$ cat src/rtl/fejkon_led_pkg.sv
// Shared types, defaults and helpers for the fejkon front-panel LED status engine.
package fejkon_led_pkg;

  typedef enum logic [1:0] {
    STABLE_LO = 2'd0,
    STABLE_HI = 2'd1,
    SETTLE    = 2'd2,
    FLAP      = 2'd3
  } led_state_e;

  localparam int unsigned DEF_PORTS           = 4;
  localparam int unsigned DEF_REFERENCE_CLOCK = 50_000_000;
  localparam int unsigned DEF_COOLOFF_MS      = 500;
  localparam int unsigned DEF_BLINK_HZ        = 5;
  localparam int unsigned DEF_LAMP_TEST_MS    = 1000;

  // Milliseconds to clk cycles at the given reference frequency.
  function automatic int unsigned ms_to_cycles(input int unsigned ref_clk,
                                               input int unsigned ms);
    return (ref_clk / 32'd1000) * ms;
  endfunction

endpackage

$ cat src/rtl/fejkon_led_chan.sv
// One monitored channel: 2-flop synchroniser, edge detect, cooloff timer and state machine.
// led and flapping are combinational from the state; the top level registers them.
module fejkon_led_chan
  import fejkon_led_pkg::*;
#(
  parameter int unsigned Cooloff = 10
) (
  input  logic clk,
  input  logic reset_n,
  input  logic level,
  input  logic blink,
  output logic led,
  output logic flapping
);

  localparam int unsigned CntW = (Cooloff > 0) ? $clog2(Cooloff + 1) : 1;

  logic [1:0]      sync_q;
  logic            prev_q;
  logic            lvl;
  logic            toggled;
  led_state_e      state_q, state_d;
  logic [CntW-1:0] cnt_q, cnt_d;

  // Synchroniser plus one-cycle-delayed copy for edge detection.
  always_ff @(posedge clk or negedge reset_n) begin
    if (!reset_n) begin
      sync_q <= 2'b00;
      prev_q <= 1'b0;
    end else begin
      sync_q <= {sync_q[0], level};
      prev_q <= sync_q[1];
    end
  end

  assign lvl     = sync_q[1];
  assign toggled = lvl ^ prev_q;

  always_ff @(posedge clk or negedge reset_n) begin
    if (!reset_n) begin
      state_q <= STABLE_LO;
      cnt_q   <= '0;
    end else begin
      state_q <= state_d;
      cnt_q   <= cnt_d;
    end
  end

  // An edge always wins over timer expiry, so a change on the last quiet cycle still flaps.
  always_comb begin
    state_d = state_q;
    cnt_d   = cnt_q;
    case (state_q)
      STABLE_LO, STABLE_HI: begin
        if (toggled) begin
          state_d = SETTLE;
          cnt_d   = CntW'(Cooloff);
        end
      end
      SETTLE, FLAP: begin
        if (toggled) begin
          state_d = FLAP;
          cnt_d   = CntW'(Cooloff);
        end else if (cnt_q == '0) begin
          state_d = lvl ? STABLE_HI : STABLE_LO;
        end else begin
          cnt_d = cnt_q - 1'b1;
        end
      end
      default: begin
        state_d = STABLE_LO;
        cnt_d   = '0;
      end
    endcase
  end

  assign flapping = (state_q == FLAP);
  assign led      = flapping ? blink : lvl;

endmodule

$ cat src/rtl/fejkon_led_status.sv
// Front-panel LED status engine for Ports FC ports plus the transceiver reconfig LED.
// Define FEJKON_LED_LAMP_TEST_EN to light every LED for LampTestMs after reset release.
module fejkon_led_status
  import fejkon_led_pkg::*;
#(
  parameter int unsigned Ports          = DEF_PORTS,
  parameter int unsigned ReferenceClock = DEF_REFERENCE_CLOCK,
  parameter int unsigned CooloffMs      = DEF_COOLOFF_MS,
  parameter int unsigned BlinkHz        = DEF_BLINK_HZ,
  parameter int unsigned LampTestMs     = DEF_LAMP_TEST_MS
) (
  input  logic               clk,
  input  logic               reset_n,
  input  logic [Ports-1:0]   aligned,
  input  logic [Ports-1:0]   active,
  input  logic               reconfig_busy,
  output logic [Ports-1:0]   led_aligned_n,
  output logic [Ports-1:0]   led_active_n,
  output logic               led_busy_n,
  output logic [2*Ports-1:0] flapping
);

  localparam int unsigned Chans      = 2 * Ports;
  localparam int unsigned Cooloff    = ms_to_cycles(ReferenceClock, CooloffMs);
  localparam int unsigned HalfPeriod = ReferenceClock / (2 * BlinkHz);
  localparam int unsigned DivW       = (HalfPeriod > 0) ? $clog2(HalfPeriod + 1) : 1;

  // Reject configurations the counters cannot represent, including an oversized lamp time.
  if (Ports == 0 || Ports > 8 || BlinkHz == 0 || ReferenceClock < 2 * BlinkHz ||
      ((64'(ReferenceClock) / 64'd1000) * 64'(LampTestMs)) > 64'hFFFF_FFFF) begin : g_bad_params
    $error("fejkon_led_status: unsupported parameter set");
  end

  logic [Chans-1:0] chan_level;
  logic [Chans-1:0] chan_led;
  logic [Chans-1:0] chan_flap;
  logic [DivW-1:0]  div_q;
  logic             blink_q;
  logic [1:0]       busy_sync_q;
  logic             lamp_on_c;

  assign chan_level = {active, aligned};

  for (genvar c = 0; c < Chans; c++) begin : g_chan
    fejkon_led_chan #(
      .Cooloff (Cooloff)
    ) u_chan (
      .clk      (clk),
      .reset_n  (reset_n),
      .level    (chan_level[c]),
      .blink    (blink_q),
      .led      (chan_led[c]),
      .flapping (chan_flap[c])
    );
  end

  // Shared blink divider: the bit flips every HalfPeriod cycles, first flip HalfPeriod cycles after reset.
  always_ff @(posedge clk or negedge reset_n) begin
    if (!reset_n) begin
      div_q   <= DivW'(HalfPeriod);
      blink_q <= 1'b1;
    end else if (div_q <= DivW'(1)) begin
      div_q   <= DivW'(HalfPeriod);
      blink_q <= ~blink_q;
    end else begin
      div_q <= div_q - 1'b1;
    end
  end

  always_ff @(posedge clk or negedge reset_n) begin
    if (!reset_n) begin
      busy_sync_q <= 2'b00;
    end else begin
      busy_sync_q <= {busy_sync_q[0], reconfig_busy};
    end
  end

`ifdef FEJKON_LED_LAMP_TEST_EN
  localparam int unsigned LampCycles = ms_to_cycles(ReferenceClock, LampTestMs);
  localparam int unsigned LampW      = (LampCycles > 0) ? $clog2(LampCycles + 1) : 1;

  logic [LampW-1:0] lamp_cnt_q;

  // Reloads on every reset, so a reset during the lamp test restarts it.
  always_ff @(posedge clk or negedge reset_n) begin
    if (!reset_n) begin
      lamp_cnt_q <= LampW'(LampCycles);
    end else if (lamp_cnt_q != '0) begin
      lamp_cnt_q <= lamp_cnt_q - 1'b1;
    end
  end

  assign lamp_on_c = (lamp_cnt_q != '0);
`else
  assign lamp_on_c = 1'b0;
`endif

  // Output registers; LEDs are active-low, flapping reports FLAP regardless of the lamp test.
  always_ff @(posedge clk or negedge reset_n) begin
    if (!reset_n) begin
      led_aligned_n <= '1;
      led_active_n  <= '1;
      led_busy_n    <= 1'b1;
      flapping      <= '0;
    end else begin
      if (lamp_on_c) begin
        led_aligned_n <= '0;
        led_active_n  <= '0;
        led_busy_n    <= 1'b0;
      end else begin
        led_aligned_n <= ~chan_led[Ports-1:0];
        led_active_n  <= ~chan_led[Chans-1:Ports];
        led_busy_n    <= ~busy_sync_q[1];
      end
      flapping <= chan_flap;
    end
  end

endmodule

$ cat config.mk
export PLATFORM = sky130hd
export DESIGN_NAME = fejkon_led_status
export DESIGN_NICKNAME = d
export VERILOG_FILES = /design/src/rtl/fejkon_led_pkg.sv /design/src/rtl/fejkon_led_chan.sv /design/src/rtl/fejkon_led_status.sv
export SDC_FILE = /design/constraint.sdc
export NUM_CORES = 1
export LEC_CHECK = 0
export BUFFER_PORTS_ARGS = -buffer_cell sky130_fd_sc_hd__buf_2
export CAP_MARGIN = 10
export CORE_ASPECT_RATIO = 0.75
export CORE_UTILIZATION = 56
export CTS_CLUSTER_DIAMETER = 30
export CTS_CLUSTER_SIZE = 12
export DETAILED_ROUTE_END_ITERATION = 7
export HOLD_SLACK_MARGIN = 0.1
export PLACE_DENSITY = 0.75
export SYNTH_ARGS = -nofsm -noshare
export SYNTH_HDL_FRONTEND = slang
export SYNTH_HIERARCHICAL = 1
export SYNTH_SLANG_ARGS = --single-unit
$ cat constraint.sdc
create_clock -name clk -period 2.7 [get_ports clk]
set_clock_uncertainty 0.2 [all_clocks]
set_input_delay 0.27 -clock clk [delete_from_list [all_inputs] [get_ports clk]]
set_output_delay 0.27 -clock clk [all_outputs]
set_load 0.01 [all_outputs]
==> reports/results.txt <==
The run finished with clean final reports. The via count of the first global-routing pass was 11190. In this design, the stage delay of the slowest critical-path cell is 0.58 ns.

For this run, the number of Yosys warnings is 6. The detail route stage leaves a number of antenna-violating nets equal to 0. The most frequent cell on the critical path was or4_4. Most frequently used cell type in the post-synthesis netlist: dfrtp_1. CTS built an H-tree with a depth of 2.

The count of maximum capacitance violations is 0, and the peak fanout along the critical path is 11. After floorplanning, the core was divided into 51 placement rows. Relative to the synthesized area, the layout overhead comes to 17.22%. Category of the critical setup timing path: flop to flop. The number of placed instances, taps included, is 1842. The slew at the pin with the worst max-slew slack was 0.8269 ns; the quantity of I/O buffers inserted on ports was 27. The critical path goes through or4_4 -> or4_4 -> o21ai_4 -> buf_4 -> nor4_1 -> o21a_1.

The number of nets handed over by synthesis was 1512. Routability-driven placement finished with a final weighted congestion of 0.8262. The floorplan die area is 27300 sq um.

The number of setup buffers added after CTS is 0. In this run, the number of DRC markers left after iteration 0 of detailed routing was 808. The clock transition at the registers of the reported paths is 0.06 ns, and the critical path data arrival time is 2.80 ns. The worst-case IR drop observed on VDD is 0.0006300 V.

Post-route total power: 14.35 mW. The tools report the worst slew margin relative to its limit as 0.4488. The number of hold-slack violations in the final timing report came out at 0. In the post-synthesis netlist, the biggest area contributors are dfrtp_1 (44%), or4_1 (3.9%), dfstp_2 (3.2%), nor2_1 (3.1%), nand3_1 (2.7%).

Element type at the critical path end: a flop. The die boundary width is 190.4 um. The minimum clock period after layout was 2.569 ns. The kind of cell with the highest combined delay along the critical path is simple AND/OR/NAND/NOR gates. The tools report the area of the core as 26040 sq um. Dividing total power by cell area gives a power density of 820.6 nW/um^2. The layout filler cell count was 1933; the number of detailed-routing iterations run before antenna repair was 5.

The number of diodes was 0. The async set-reset flop share out of synthesis works out to 1.000. After synthesis the cells add up to 14910 sq um.

TritonCTS built the clock tree. For the worst setup path, the data required time is 2.93 ns. Master of the slowest instance on the critical path: or4_4.

Total number of vias: 11590. Routed wire length: 30.94 mm. The launching element of the worst setup path was g_chan[4].u_chan/cnt_q[9]$_DFFE_PN0P_. The part of the Yosys area used for sequential elements was 0.4763; the part of the cycle the worst path needs was 0.9515.

The initial core utilization was 0.5729; the number of enable-type register cells in the synthesized netlist was 0. In the final routed layout, each cell accounts on average for 15.90 um. The total routing resource utilization after global routing was 0.2370. The type of the worst min-delay path was input port to asynchronous set/reset pin. Excluding fillers, the count of instances in the completed layout stands at 1946. Number of design rule violations left after detail routing: 0. The clock tree root driver cell is clkbuf_16. By count the netlist is led by dfrtp_1 (265), nor2_1 (124), nand3_1 (80). The global-route wire length before repair was 53.68 mm. Counting every sink on the clock net gives 283. The via-per-instance ratio is 5.957. The leftover overflow at the end of global routing was 0; the distinct cell type count of the synthesized netlist was 60. The ratio of cells with drive above 1 in the final layout was 0.1648; the number of antenna violations at the first check in global routing was 0.

The final-report max-slew violation count came out at 0. At the end of the flow, the number of nets in the layout was 1597. The clock latency at the later pin of the worst-skew pair is 0.55 ns, and the average cell area after synthesis is 10.11 sq um. The total clock buffers created by CTS is 50, and the cell count after synthesis is 1475. For the maximum number of buffers from clock root to sink, the log shows 3.

Setup violations remaining at the end of the flow were counted as 0. The setup TNS came out at 0 ns. The run gives 83 as the largest net degree at the start of global routing. Setup repair after global routing left no endpoint under its margin.

The biggest area contributor in the post-synthesis netlist is dfrtp_1. Count of boundary I/O pins: 28. The worst setup path is launched from a flop. In the synthesized netlist the dominant register cell turns out to be dfrtp_1. For this design the static power due to leakage is 6.733 nW.

The buffers plus inverters on the worst setup path was 1; the area fraction of the dominant cell type after synthesis was 0.4446. Synthesis inferred 283 register bits. The die is 143.3 um tall. Final cell utilization of the core: 0.6715. The tools report the launching point of the worst reg2reg path as g_chan[4].u_chan/cnt_q[9]$_DFFE_PN0P_. Derived from the worst setup path, the maximum achievable clock frequency is 389.3 MHz. Detailed placement ended at an HPWL of 20.11 mm.
path summary, 6_finish.rpt:
check | endpoint | slack [ns] | cells after the start
min in group clk | g_chan[3].u_chan/sync_q[1]$_DFF_PN0_ | 0.14 | 0
hold reg to reg | g_chan[3].u_chan/sync_q[1]$_DFF_PN0_ | 0.14 | 0
setup reg to reg | g_chan[4].u_chan/cnt_q[8]$_DFFE_PN0P_ | 0.13 | 6
hold / removal | g_chan[6].u_chan/cnt_q[18]$_DFFE_PN0P_ | 0.12 | 2
max in group asynchronous | led_active_n[1]$_DFF_PN1_ | 1.36 | 3
setup / recovery | g_chan[4].u_chan/cnt_q[8]$_DFFE_PN0P_ | 0.13 | 6
cell families after synthesis:
kind of cell | synth area share
muxes | 0.01854
buffers and inverters | 0.04698
xor gates and xnor gates | 0.03817
AOI/OAI and AO/OA | 0.1117
and+or+nand+nor | 0.2865
adders and majority gates | 0.02181
DFF | 0.4763
power by group:
part / switching (mW) / internal (mW)
Combinational: 1.30 / 1.03
Clock: 2.19 / 4.63
Sequential: 0.476 / 4.72
Total: 3.97 / 10.4
sequential cells by signal, summed over array words and instances, names as in the netlist:
signal                 cells
g_chan.u_chan/prev_q       8
flapping                   8
g_chan.u_chan/cnt_q      200
led_active_n               4
led_aligned_n              4
busy_sync_q                2
g_chan.u_chan/sync_q      16
div_q                     23
blink_q                    1
g_chan.u_chan/state_q     16
led_busy_n                 1
metal layers:
layer  vias to the layer above  GRT usage  routed length, um
met3                        48    0.03858               1484
li1                       5646          -                  -
met4                         0    0.07284                631
met2                       236     0.3590              13670
met1                      5663     0.3493              15160
met5                         -          0                  0
cells in the final DEF, fill, tap and decap left out, types with 13 or more instances in the layout:
master | netlist | final
buf_2 | 5 | 26
and2_1 | 16 | 16
o31ai_1 | 50 | 50
nand4b_1 | 17 | 17
nand3_1 | 80 | 80
or4_4 | 17 | 17
ha_1 | 26 | 26
or3_1 | 45 | 45
nor2_1 | 124 | 124
mux2i_1 | 13 | 13
dfstp_2 | 18 | 18
dfrtp_1 | 265 | 265
o21ai_0 | 75 | 75
nor3_1 | 50 | 50
or4_1 | 77 | 77
nand2b_1 | 23 | 23
nor4b_1 | 19 | 17
nor4_1 | 49 | 49
clkbuf_16 | 0 | 53
nand2_1 | 73 | 73
buf_4 | 1 | 59
xnor2_1 | 21 | 21
nor2b_1 | 31 | 31
a21oi_1 | 56 | 56
xor2_1 | 44 | 44
inv_1 | 61 | 61
area by class of cell:
type	count	area (sq um)	share of cell area
Multi-Input combinational cell	1065	7122	0.4074
Clock buffer	68	1443	0.08252
Sequential cell	283	7104	0.4064
Tap cell	344	430.4	0.02462
Inverter	61	229.0	0.01310
Clock inverter	26	406.6	0.02326
Timing Repair Buffer	99	748.2	0.04280
through the flow:
step	instance area, sq um	hold slack [ns]	worst slack, ns
after floorplan	14910	-0.2256	0.2255
after global placement	15520	0.1191	0.1856
after detailed placement	15520	0.1179	0.1433
after CTS	17470	0.1296	0.1357
after global routing	17480	0.1456	0.004380
final	17480	0.1234	0.1310
timing repair:
| action | in CTS | in global routing |
|---|---|---|
| setup endpoints to repair | 0 | 8 |
| resized for setup | 0 | 2 |
| endpoints found under the hold margin | 277 | 0 |
| hold buffers | 10 | 0 |
Power figures use the tool's default switching activity.
